$ cat src/rtl/sprite_line_engine_pkg.sv
// Shared types and constants for the sprite line engine: attribute field codes,
// FSM states and the attribute record layout.
package sprite_line_engine_pkg;

    localparam int unsigned LINE_PIXELS = 256;
    localparam int unsigned SPRITE_SIZE = 8;

    localparam logic [1:0] ATTR_NUM = 2'd0;
    localparam logic [1:0] ATTR_X   = 2'd1;
    localparam logic [1:0] ATTR_Y   = 2'd2;
    localparam logic [1:0] ATTR_EN  = 2'd3;

    typedef enum logic [2:0] {
        StIdle,
        StClear,
        StEval,
        StFetch,
        StDrain,
        StDone
    } line_state_e;

    typedef struct packed {
        logic [5:0] num;
        logic [7:0] x;
        logic [7:0] y;
        logic       en;
    } sprite_attr_t;

    // Row of the sprite that lands on the requested line (8-bit modulo).
    function automatic logic [7:0] row_offset(input logic [7:0] line_y, input logic [7:0] y);
        return line_y - y;
    endfunction

    function automatic logic is_hit(input sprite_attr_t attr, input logic [7:0] dy);
        return attr.en && (dy < 8'(SPRITE_SIZE));
    endfunction

endpackage

$ cat src/rtl/sprite_attr_table.sv
// Motion-sprite attribute register file: one field written per strobe,
// whole record read combinationally by index.
module sprite_attr_table
    import sprite_line_engine_pkg::*;
#(
    parameter int unsigned NUM_SPRITES = 8,
    parameter int unsigned IDX_W       = 3
) (
    input  logic             clock,
    input  logic             reset,
    input  logic             we,
    input  logic [IDX_W-1:0] widx,
    input  logic [1:0]       field,
    input  logic [7:0]       wdata,
    input  logic [IDX_W-1:0] ridx,
    output sprite_attr_t     rdata
);

    sprite_attr_t table_q [NUM_SPRITES];

    always_ff @(posedge clock) begin
        if (!reset) begin
            for (int i = 0; i < int'(NUM_SPRITES); i++) begin
                table_q[i] <= '0;
            end
        end else if (we) begin
            unique case (field)
                ATTR_NUM: table_q[widx].num <= wdata[5:0];
                ATTR_X:   table_q[widx].x   <= wdata;
                ATTR_Y:   table_q[widx].y   <= wdata;
                ATTR_EN:  table_q[widx].en  <= wdata[0];
                default:  ;
            endcase
        end
    end

    assign rdata = table_q[ridx];

endmodule

$ cat src/rtl/sprite_line_engine.sv
// Builds one scanline into the write half of the ping-pong line buffer: clear,
// then walk sprites from the highest index down so lower indices overwrite.
module sprite_line_engine
    import sprite_line_engine_pkg::*;
#(
    parameter int unsigned NUM_SPRITES = 8,
    parameter int unsigned IDX_W       = 3
) (
    input  logic             clock,
    input  logic             reset,
    input  logic             line_start,
    input  logic [7:0]       line_y,
    input  logic             bank,
    input  logic             attr_we,
    input  logic [IDX_W-1:0] attr_idx,
    input  logic [1:0]       attr_field,
    input  logic [7:0]       attr_wdata,
    output logic [5:0]       rom_sprite_num,
    output logic [2:0]       rom_row,
    output logic [2:0]       rom_col,
    input  logic [1:0]       rom_pixel,
    output logic             lb_write,
    output logic [8:0]       lb_addr,
    output logic [1:0]       lb_data,
    output logic             busy,
    output logic             done,
    output logic             overrun,
    input  logic             overrun_clr
);

    localparam logic [2:0] LastCol  = 3'(SPRITE_SIZE - 1);
    localparam logic [7:0] LastAddr = 8'(LINE_PIXELS - 1);

    line_state_e      state_q;
    logic [7:0]       line_y_q;
    logic             bank_q;
    logic [IDX_W-1:0] idx_q;
    logic [2:0]       col_q;
    logic [7:0]       spr_x_q;
    logic [7:0]       clr_addr_q;
    logic             clr_we_q;
    logic             wr_pend_q;
    logic             wr_clip_q;
    logic [7:0]       wr_x_q;

    sprite_attr_t     cur_attr;
    logic [7:0]       cur_dy;
    logic             cur_hit;
    logic [8:0]       pix_x;

    sprite_attr_table #(
        .NUM_SPRITES (NUM_SPRITES),
        .IDX_W       (IDX_W)
    ) u_attr_table (
        .clock (clock),
        .reset (reset),
        .we    (attr_we),
        .widx  (attr_idx),
        .field (attr_field),
        .wdata (attr_wdata),
        .ridx  (idx_q),
        .rdata (cur_attr)
    );

    assign cur_dy  = row_offset(line_y_q, cur_attr.y);
    assign cur_hit = is_hit(cur_attr, cur_dy);
    // 9-bit sum so pixels past the right edge are clipped rather than wrapped.
    assign pix_x   = {1'b0, spr_x_q} + {6'b0, col_q};

    always_ff @(posedge clock) begin
        if (!reset) begin
            state_q        <= StIdle;
            line_y_q       <= '0;
            bank_q         <= 1'b0;
            idx_q          <= '0;
            col_q          <= '0;
            spr_x_q        <= '0;
            clr_addr_q     <= '0;
            clr_we_q       <= 1'b0;
            wr_pend_q      <= 1'b0;
            wr_clip_q      <= 1'b0;
            wr_x_q         <= '0;
            rom_sprite_num <= '0;
            rom_row        <= '0;
            rom_col        <= '0;
            busy           <= 1'b0;
            done           <= 1'b0;
            overrun        <= 1'b0;
        end else begin
            wr_pend_q <= 1'b0;
            if (overrun_clr) begin
                overrun <= 1'b0;
            end
            if (line_start) begin
                // A restart abandons the current build; set beats clear.
                if (state_q != StIdle) begin
                    overrun <= 1'b1;
                end
                line_y_q   <= line_y;
                bank_q     <= bank;
                clr_addr_q <= '0;
                clr_we_q   <= 1'b1;
                busy       <= 1'b1;
                done       <= 1'b0;
                state_q    <= StClear;
            end else begin
                unique case (state_q)
                    StIdle: ;
                    StClear: begin
                        if (clr_addr_q == LastAddr) begin
                            clr_we_q <= 1'b0;
                            idx_q    <= IDX_W'(NUM_SPRITES - 1);
                            state_q  <= StEval;
                        end else begin
                            clr_addr_q <= clr_addr_q + 8'd1;
                        end
                    end
                    StEval: begin
                        if (cur_hit) begin
                            rom_sprite_num <= cur_attr.num;
                            rom_row        <= cur_dy[2:0];
                            rom_col        <= '0;
                            col_q          <= '0;
                            spr_x_q        <= cur_attr.x;
                            state_q        <= StFetch;
                        end else if (idx_q == '0) begin
                            done    <= 1'b1;
                            state_q <= StDone;
                        end else begin
                            idx_q <= idx_q - IDX_W'(1);
                        end
                    end
                    StFetch: begin
                        wr_pend_q <= 1'b1;
                        wr_x_q    <= pix_x[7:0];
                        wr_clip_q <= pix_x[8];
                        if (col_q == LastCol) begin
                            state_q <= StDrain;
                        end else begin
                            col_q   <= col_q + 3'd1;
                            rom_col <= col_q + 3'd1;
                        end
                    end
                    StDrain: begin
                        if (idx_q == '0) begin
                            done    <= 1'b1;
                            state_q <= StDone;
                        end else begin
                            idx_q   <= idx_q - IDX_W'(1);
                            state_q <= StEval;
                        end
                    end
                    StDone: begin
                        done    <= 1'b0;
                        busy    <= 1'b0;
                        state_q <= StIdle;
                    end
                    default: state_q <= StIdle;
                endcase
            end
        end
    end

    // ROM data arrives the cycle after its address, so sprite writes use it directly.
    assign lb_write = clr_we_q | (wr_pend_q & ~wr_clip_q & (rom_pixel != 2'b00));
    assign lb_addr  = wr_pend_q ? {bank_q, wr_x_q} : {bank_q, clr_addr_q};
    assign lb_data  = wr_pend_q ? rom_pixel : 2'b00;

endmodule

$ cat config.mk
export PLATFORM = sky130hd
export DESIGN_NAME = sprite_line_engine
export DESIGN_NICKNAME = d
export VERILOG_FILES = /design/src/rtl/sprite_line_engine_pkg.sv /design/src/rtl/sprite_attr_table.sv /design/src/rtl/sprite_line_engine.sv
export SDC_FILE = /design/constraint.sdc
export NUM_CORES = 1
export LEC_CHECK = 0
export CAP_MARGIN = 20
export CORE_ASPECT_RATIO = 0.8
export CORE_MARGIN = 8
export CORE_UTILIZATION = 30
export CTS_CLUSTER_DIAMETER = 100
export DETAILED_ROUTE_END_ITERATION = 8
export SLEW_MARGIN = 20
export SYNTH_ARGS = -nofsm -noshare
export SYNTH_HDL_FRONTEND = slang
export SYNTH_SLANG_ARGS = --single-unit
$ cat constraint.sdc
create_clock -name clock -period 3.9 [get_ports clock]
set_input_delay 0.975 -clock clock [delete_from_list [all_inputs] [get_ports clock]]
set_output_delay 0.975 -clock clock [all_outputs]
set_load 0.01 [all_outputs]
* Word-level counts from Yosys, hierarchy flattened
Memories as Yosys holds them, arrays and structs flattened. A register that Yosys moved wholly into a read port is not among the register bits.
Index checks and enable logic that the tools add are counted.
** Storage, ports and cells
- Flip-flop bits (word level) :: 57
- Input bits :: 29
- Output and inout bits :: 27
- Memories kept :: 1
- RAM bits :: 184
** Operators by class
- Bitwise operators :: 8
- Add/sub/neg operators :: 5
- Order comparisons :: 1
- Equal/unequal tests :: 20
- Reductions and logical operators :: 23
- Mux-type cells :: 50
** Memory list
- u_attr_table.table_q :: words 8, width 23, read ports 1, clocked after Yosys merged registers in 1, wr ports 8, line sprite_attr_table.sv:19 : sprite_attr_t table_q [NUM_SPRITES];
** Operators by type and width (count)
- 3-bit 2-to-1 mux :: 13
- 1-bit 2-to-1 mux :: 29
- 23-bit 2-to-1 mux :: 1
- 23-bit OR reduction :: 1
- 4-bit AND reduction :: 4
- 3-bit one-hot mux with 5 select lines :: 1
- 2-bit inequality test, second input constant :: 6
- 2-bit nonzero test :: 5
- 8-bit by 3-bit adder with 9-bit output :: 1
- 3-bit equality test, second input constant :: 3
- 3-bit inequality test, second input constant :: 3
- 3-bit one-hot mux with 3 select lines :: 1
- 3-bit nonzero test :: 3
- 8-bit by 1-bit adder with 8-bit output, second input constant :: 1
- 8-bit equality test, second input constant :: 1
- 8-bit by 4-bit < comparator with 1-bit output, second input constant :: 1
- 8-bit 2-to-1 mux :: 1
- 2-bit AND reduction :: 4
- 8-bit subtractor :: 1
- 3-bit by 2-bit equality test with 1-bit output, second input constant :: 2
- 3-bit zero test :: 2
- 3-bit one-hot mux with 2 select lines :: 1
- 1-bit inverter :: 5
- 2-bit equality test, second input constant :: 2
- other kinds (14) :: 15

* Logic depth before layout (Yosys ltp)
Gate-level depths: netlist of the first run.
- Depth in word-level cells :: 7
- Depth in mapped cells :: 16
- Gate-level depth less buffers :: 12

* Modules after synthesis
A second synthesis of the first run with hierarchy kept.
** Unflattened totals
- Cells, all modules :: 924
- Area total of the unflattened synthesis :: 11651.2 sq um
** Modules (own cells, without submodules)
- sprite_attr_table :: cells an instance 564, times used 1, area each 8519.4 sq um
- sprite_line_engine :: cells an instance 360, times used 1, area each 3131.8 sq um

* Worst setup path after synthesis of the first run
No wires, ideal clock.
- Path type :: register -> register
- Start :: reg (tool-made name)
- End :: reg spr_x_q[5]
- Data arrival time :: 3.854 ns
- Setup slack :: -0.092 ns
- Clock period less this slack :: 3.992 ns
- Cell stages (with the launch flop) :: 16
- Required time :: 3.762 ns
- Cell sequence :: dfxtp_1 > buf_6 > buf_1 > buf_2 > mux4_2 > mux2i_1 > ha_1 > nor2b_1 > o2111ai_1 > a21oi_1 > nor3_1 > o2111ai_2 > buf_6 > buf_2 > o211ai_1 > o41ai_1
** RTL lines
- end signal: assignment :: line sprite_line_engine.sv:124 : spr_x_q <= cur_attr.x;
- end: declaration :: line sprite_line_engine.sv:39 : logic [7:0] spr_x_q;

==> impl_metrics.csv, run 1 <==
group,metric,value,unit
grt,gr-usage-met3,2.55,%
power,p_int,4.40,mW
grt,antenna_found_initial,0,
logic_synthesis,synthTopCellsByArea,"edfxtp_1 48%, dfxtp_1 10%, and2_1 9.7%, mux4_2 9.0%, mux2i_1 3.2%",
logic_synthesis,synth.most_common_cell,"edfxtp_1",
min_path,holdPathStages,2,
logic_synthesis,ys_warn_count,0,
layout,antenna_cells,0,
setup_path,reg2reg_depth,14,
grt,grt_first_pass_wirelength,42200,um
logic_synthesis,synthArstFlopShare,0,%
power,p_switching,1.28,mW
placement,numPortBuffers,55,
grt,grt-ovfl-total,0,
setup_path,cp.required,4.36,ns
floorplan,die_x,235,um
logic_synthesis,synth_commonest_cells,"184 x edfxtp_1, 179 x and2_1, 71 x nor2_1",
sta,max_freq,276,MHz
sta,slew_headroom,28.9,%
grt,grt_max_degree,53,
sta,final_max_slew_viol_count,0,
setup_path,cp-start-kind,"register",
floorplan,die_h,191,um
floorplan,rows,64,
cts,cts_tree,"done",
floorplan,core,38100,um^2
logic_synthesis,yosysSeqAreaShare,58.3,%
power,p_leak,4.58,nW
cts,cts_max_level,1,
power,pwr-share-clk,42.4,%
cts,clockBufferDepth,3,
floorplan,start_util,30.3,%
power,power.combinational.fraction,5.7,%
sta,rsz0062_at_grt,"no",
power,p_per_area,417,nW/um^2
floorplan,die_area,45100,um^2
setup_path,cp.arrival,4.08,ns
logic_synthesis,ys_types,49,
logic_synthesis,synth_top_area_cell,"edfxtp_1",
layout,nNetsFinal,1006,
cts,clock_sinks,244,
setup_path,critPathCaptureType,"register",
setup_path,criticalPathCategory,"register to register",
power,p_seq_share,51.9,%
logic_synthesis,synthesis.nets,943,
sta,hold_ws,0.475,ns
sta,hold_violations,0,
cts,root_buffer,"clkbuf_16",
layout,drive_gt1_share,14.7,%
detailed_routing,viasPerCell,4.80,
grt,grt_use_met1,17.2,%
status,status,"finished clean",
grt,track_usage,11.7,%
detailed_routing,num_vias,7092,
cts,cts_hold_buf,0,
logic_synthesis,ys_seq_elements,244,
sta,tns,0,ns
sta,period_share,92.8,%
detailed_routing,post_drt_wl_per_cell,18.2,um
detailed_routing,first_pass_iters,5,
sta,max_slew.worst_pin.slew,1.06,ns
logic_synthesis,netlist_instances,897,
logic_synthesis,syn_avg_cell_area,12.9,um^2
detailed_routing,ant_nets,0,
placement,place_hpwl,18700,um
min_path,hp-class,"register to register",
sta,setup-violations-final,0,
logic_synthesis,synth_edf_count,184,
job,max_cap_viol_count,0,
grt,use_met2,17.7,%
placement,routabilityCongestion,0.784,
detailed_routing,drt_wl_total,26900,um
grt,grt_pass1_vias,7018,
sta,finClkSkew,0.0241,ns
setup_path,path_max_fanout,13,
logic_synthesis,netlist.area_leader.share,47.8,%
power,vdd_drop_max,0.391,mV
sta,min_period,3.62,ns
detailed_routing,drt_iter0_markers,577,
logic_synthesis,synth_ff_type,"edfxtp_1",
logic_synthesis,syn_area,11500,um^2
cts,numCtsBuffers,28,
layout,syn2layout_area_growth,17.9,%
detailed_routing,drc,0,
cts,clkLatencyLatePin,0.56,ns
grt,top_usage_layer,"met2",
floorplan,io_pins,56,
power,swShare,22.5,%
cts,cts.clk_slew.worst_paths,0.06,ns
placed cells by master, fill, tap and decap left out, types with 16 or more instances in the layout:
cell and instances:
buf_4 40, o21ai_0 41, edfxtp_1 184, clkdlybuf4s50_1 53
dfxtp_1 58, mux4_2 46, nand2_1 19, o211ai_1 16
a21oi_1 26, and2_1 179, nor2_1 71, clkbuf_16 28
mux2i_1 37
worst paths after layout:
check	start	endpoint	slack [ns]
max	register	rom_row[0]	0.28
min	overrun	overrun	0.47
max reg2reg	register	rom_row[0]	0.28
min reg2reg	overrun	overrun	0.47
power groups by stage:
| stage | Sequential, mW | Clock (mW) | Combinational [mW] |
|---|---|---|---|
| floorplan | 2.98 | 0 | 0.191 |
| global placement | 3.00 | 0 | 0.320 |
| detailed placement | 3.00 | 0 | 0.327 |
| CTS | 2.95 | 2.46 | 0.328 |
| global route | 2.96 | 2.56 | 0.356 |
| finish | 2.95 | 2.41 | 0.325 |
timing repair:
action | 4_1_cts | 5_1_grt
setup buffers | 0 | 3
gates resized for setup | 0 | 1
setup endpoints to repair | 0 | 17
hold endpoints to repair | 0 | 0
cell type report:
type	instances	area [um^2]
multi-input combinational	579	4530
inverter	12	45.0
timing repair buffer	95	841
tap	495	619
clock inverter	15	91.3
fill	3644	24500
clock buffer	36	761
sequential	244	6730
layer usage:
layer	wire [um]	share of wire, %	vias to the layer above
met1	13500	50	3451
met3	1370	5.1	34
met5	0	0	-
met4	421	1.6	0
met2	11700	43	170
li1	-	-	3437
sequential cells by signal, indices dropped and copies added (netlist names), named ones only:
name                  count
bank_q                    1
busy                      1
clr_addr_q                8
clr_we_q                  1
col_q                     3
done                      1
idx_q                     3
line_y_q                  8
overrun                   1
rom_row                   3
rom_sprite_num            6
spr_x_q                   8
state_q                   3
u_attr_table.table_q    184
wr_clip_q                 1
wr_pend_q                 1
wr_x_q                    8
cells by family after synthesis:
family	synth area share [%]
simple gates	16.0
xor+xnor	1.06
flops	58.3
compound gates	6.95
buf+inv	2.70
mux	13.1
fa+ha+maj	1.97
per-stage QoR:
| step | std cells | total power [mW] | utilization (%) | area (um^2) | worst slack, ns |
|---|---|---|---|---|---|
| 2_1_floorplan | 897 | 3.17 | - | 11500 | 0.185 |
| 3_3_place_gp | 1422 | 3.32 | 33.4 | 12700 | 0.358 |
| 3_5_place_dp | 1422 | 3.33 | 33.4 | 12700 | 0.247 |
| 4_1_cts | 1473 | 5.74 | 35.6 | 13600 | 0.224 |
| 5_1_grt | 1476 | 5.88 | 35.7 | 13600 | 0.0181 |
| 6_report | 1476 | 5.68 | 35.7 | 13600 | 0.282 |
worst max-delay path, stage by stage (launching register included):
cell,delay [ns]
dfxtp_4,0.51
buf_4,0.24
mux4_2,0.51
mux2_2,0.28
ha_1,0.21
inv_1,0.08
fa_1,0.19
a21oi_1,0.09
o21bai_1,0.18
mux2i_1,0.10
nor2_1,0.25
o2111ai_4,0.26
buf_4,0.21
or3_1,0.30
a21oi_1,0.12
Power figures use the tool's default switching activity.
==> inputs of run 2 (changes only) <==
--- a/config.mk
+++ b/config.mk
@@ -11,6 +11,8 @@
 export CORE_UTILIZATION = 30
 export CTS_CLUSTER_DIAMETER = 100
 export DETAILED_ROUTE_END_ITERATION = 8
+export PLACE_DENSITY_LB_ADDON = 0.25
+export SKIP_LAST_GASP = 1
 export SLEW_MARGIN = 20
 export SYNTH_ARGS = -nofsm -noshare
 export SYNTH_HDL_FRONTEND = slang
==> run 2 against run 1 <==
Compared with the run above:
- largest power group unchanged
- sequential cell count unchanged
- critical endpoint is now col_q[1]
- register-to-register slack better by 0.17 ns
- sequential power about the same
==> impl_metrics.csv, run 2 (synthesis results as in run 1) <==
group,metric,value,unit
cts,root_buffer,"clkbuf_16",
setup_path,cp-start-kind,"register",
sta,min_period,3.45,ns
cts,clockBufferDepth,3,
cts,cts_hold_buf,0,
detailed_routing,ant_nets,0,
layout,syn2layout_area_growth,17.5,%
sta,tns,0,ns
setup_path,reg2reg_depth,13,
layout,nFillCells,3718,
sta,period_share,88.4,%
job,max_cap_viol_count,0,
detailed_routing,num_vias,7015,
cts,clock_sinks,244,
floorplan,io_pins,56,
detailed_routing,wl_met2,11900,um
cts,clkLatencyLatePin,0.55,ns
layout,antenna_cells,0,
detailed_routing,wl_met1,14200,um
cts,cts.clk_slew.worst_paths,0.06,ns
power,p_seq_share,51.3,%
setup_path,path_max_fanout,32,
floorplan,die_area,45100,um^2
sta,rsz0062_at_grt,"no",
sta,slew_headroom,31.3,%
min_path,holdPathStages,2,
setup_path,cp.required,4.34,ns
floorplan,core,38100,um^2
detailed_routing,wl_met3,1100,um
detailed_routing,drt_wl_total,27700,um
placement,place_hpwl,18600,um
power,vdd_drop_max,0.309,mV
cts,ctsResizeCount,0,
cts,cts_tree,"done",
layout,drive_gt1_share,14.5,%
cts,numCtsBuffers,27,
setup_path,critPathCaptureType,"register",
placement,placed_area,12700,um^2
sta,hold_violations,0,
cts,cts_max_level,1,
grt,grt-ovfl-total,0,
placement,routabilityCongestion,0.773,
grt,antenna_found_initial,1,
floorplan,die_x,235,um
sta,final_max_slew_viol_count,0,
detailed_routing,post_drt_wl_per_cell,18.8,um
sta,finClkSkew,0.00819,ns
detailed_routing,drt_iter0_markers,398,
grt,track_usage,12.2,%
power,p_per_area,423,nW/um^2
sta,setup-violations-final,0,
status,status,"finished clean",
layout,finalNonFillerCells,1469,
floorplan,rows,64,
floorplan,start_util,30.3,%
layout,final_common_cell,"edfxtp_1",
power,p_int,4.45,mW
detailed_routing,maxUsedRoutingLayer,"met4",
power,p_leak,4.57,nW
grt,grt_first_pass_wirelength,43300,um
layout,largest_register,"u_attr_table.table_q",
power,p_switching,1.28,mW
power,pwr-share-clk,43.0,%
power,swShare,22.4,%
cts,cts_setup_buffers,0,
grt,grt_max_degree,54,
placement,numPortBuffers,55,
sta,max_slew.worst_pin.slew,1.03,ns
layout,largest_reg_flops,184,
min_path,hp-class,"register to register",
detailed_routing,first_pass_iters,4,
grt,grt_pass1_vias,7072,
detailed_routing,drc,0,
floorplan,die_h,191,um
placement,dp.cells,1420,
sta,max_freq,290,MHz
power,power.combinational.fraction,5.7,%
layout,mostFrequentLayoutCells,"184 x edfxtp_1, 179 x and2_1, 71 x nor2_1",
layout,fin_area,13600,um^2
setup_path,cp.arrival,3.89,ns
setup_path,criticalPathCategory,"register to register",
layout,nNetsFinal,1000,
detailed_routing,viasPerCell,4.78,
## run 2: cell types whose count changed in the layout (fill, tap and decap cells not counted), moves of 2 or more
cell       change
buf_4          -6
clkinv_1       -4
clkinv_2       +3
bufinv_16      +2
clkbuf_8       -2
inv_6          +2
## run 2: routing by layer
| layer | up-vias | track usage (%) |
|---|---|---|
| li1 | 3423 | - |
| met1 | 3429 | 17.9 |
| met2 | 123 | 18.5 |
| met3 | 40 | 2.45 |
| met4 | 0 | 2.60 |
| met5 | - | 0 |
## run 2: final cells by class
cell class / instances / area, um^2 / area share, %
timing repair buffer: 90 / 816 / 6.01
tap: 495 / 619 / 4.57
sequential: 244 / 6730 / 49.6
multi-input combinational: 579 / 4510 / 33.2
inverter: 12 / 45.0 / 0.332
clock buffer: 32 / 704 / 5.19
clock inverter: 17 / 139 / 1.02
## run 2: per-stage QoR
step	total power [mW]	hold slack [ns]	worst slack [ns]	util [%]
2_1_floorplan	3.17	0.446	0.185	-
3_3_place_gp	3.32	0.459	0.400	33.4
3_5_place_dp	3.33	0.480	0.420	33.4
4_1_cts	5.82	0.489	0.402	35.6
5_1_grt	5.94	0.513	0.0932	35.6
6_report	5.73	0.487	0.454	35.6
## run 2: path summary, 6_finish.rpt
check | startpoint | to | slack [ns]
min reg2reg | overrun | overrun | 0.49
max reg2reg | register | col_q[1] | 0.45
max | register | col_q[1] | 0.45
min | overrun | overrun | 0.49
## run 2: critical path, stage by stage (launching register included)
cell and delay [ns]:
dfxtp_4 0.56, mux4_2 0.57, mux2_2 0.30, ha_1 0.22, inv_1 0.07, fa_1 0.21, a21oi_1 0.10, o211ai_1 0.18
a21oi_1 0.06, o221a_2 0.31, o2111ai_2 0.12, buf_12 0.22, nor2_1 0.09, o41ai_1 0.31
## run 2: power by group through the flow
stage | Sequential [mW] | Combinational [mW] | Clock (mW)
2_1_floorplan | 2.98 | 0.191 | 0
3_3_place_gp | 3.00 | 0.326 | 0
3_5_place_dp | 3.00 | 0.330 | 0
4_1_cts | 2.94 | 0.331 | 2.54
5_1_grt | 2.95 | 0.357 | 2.63
6_report | 2.94 | 0.325 | 2.47
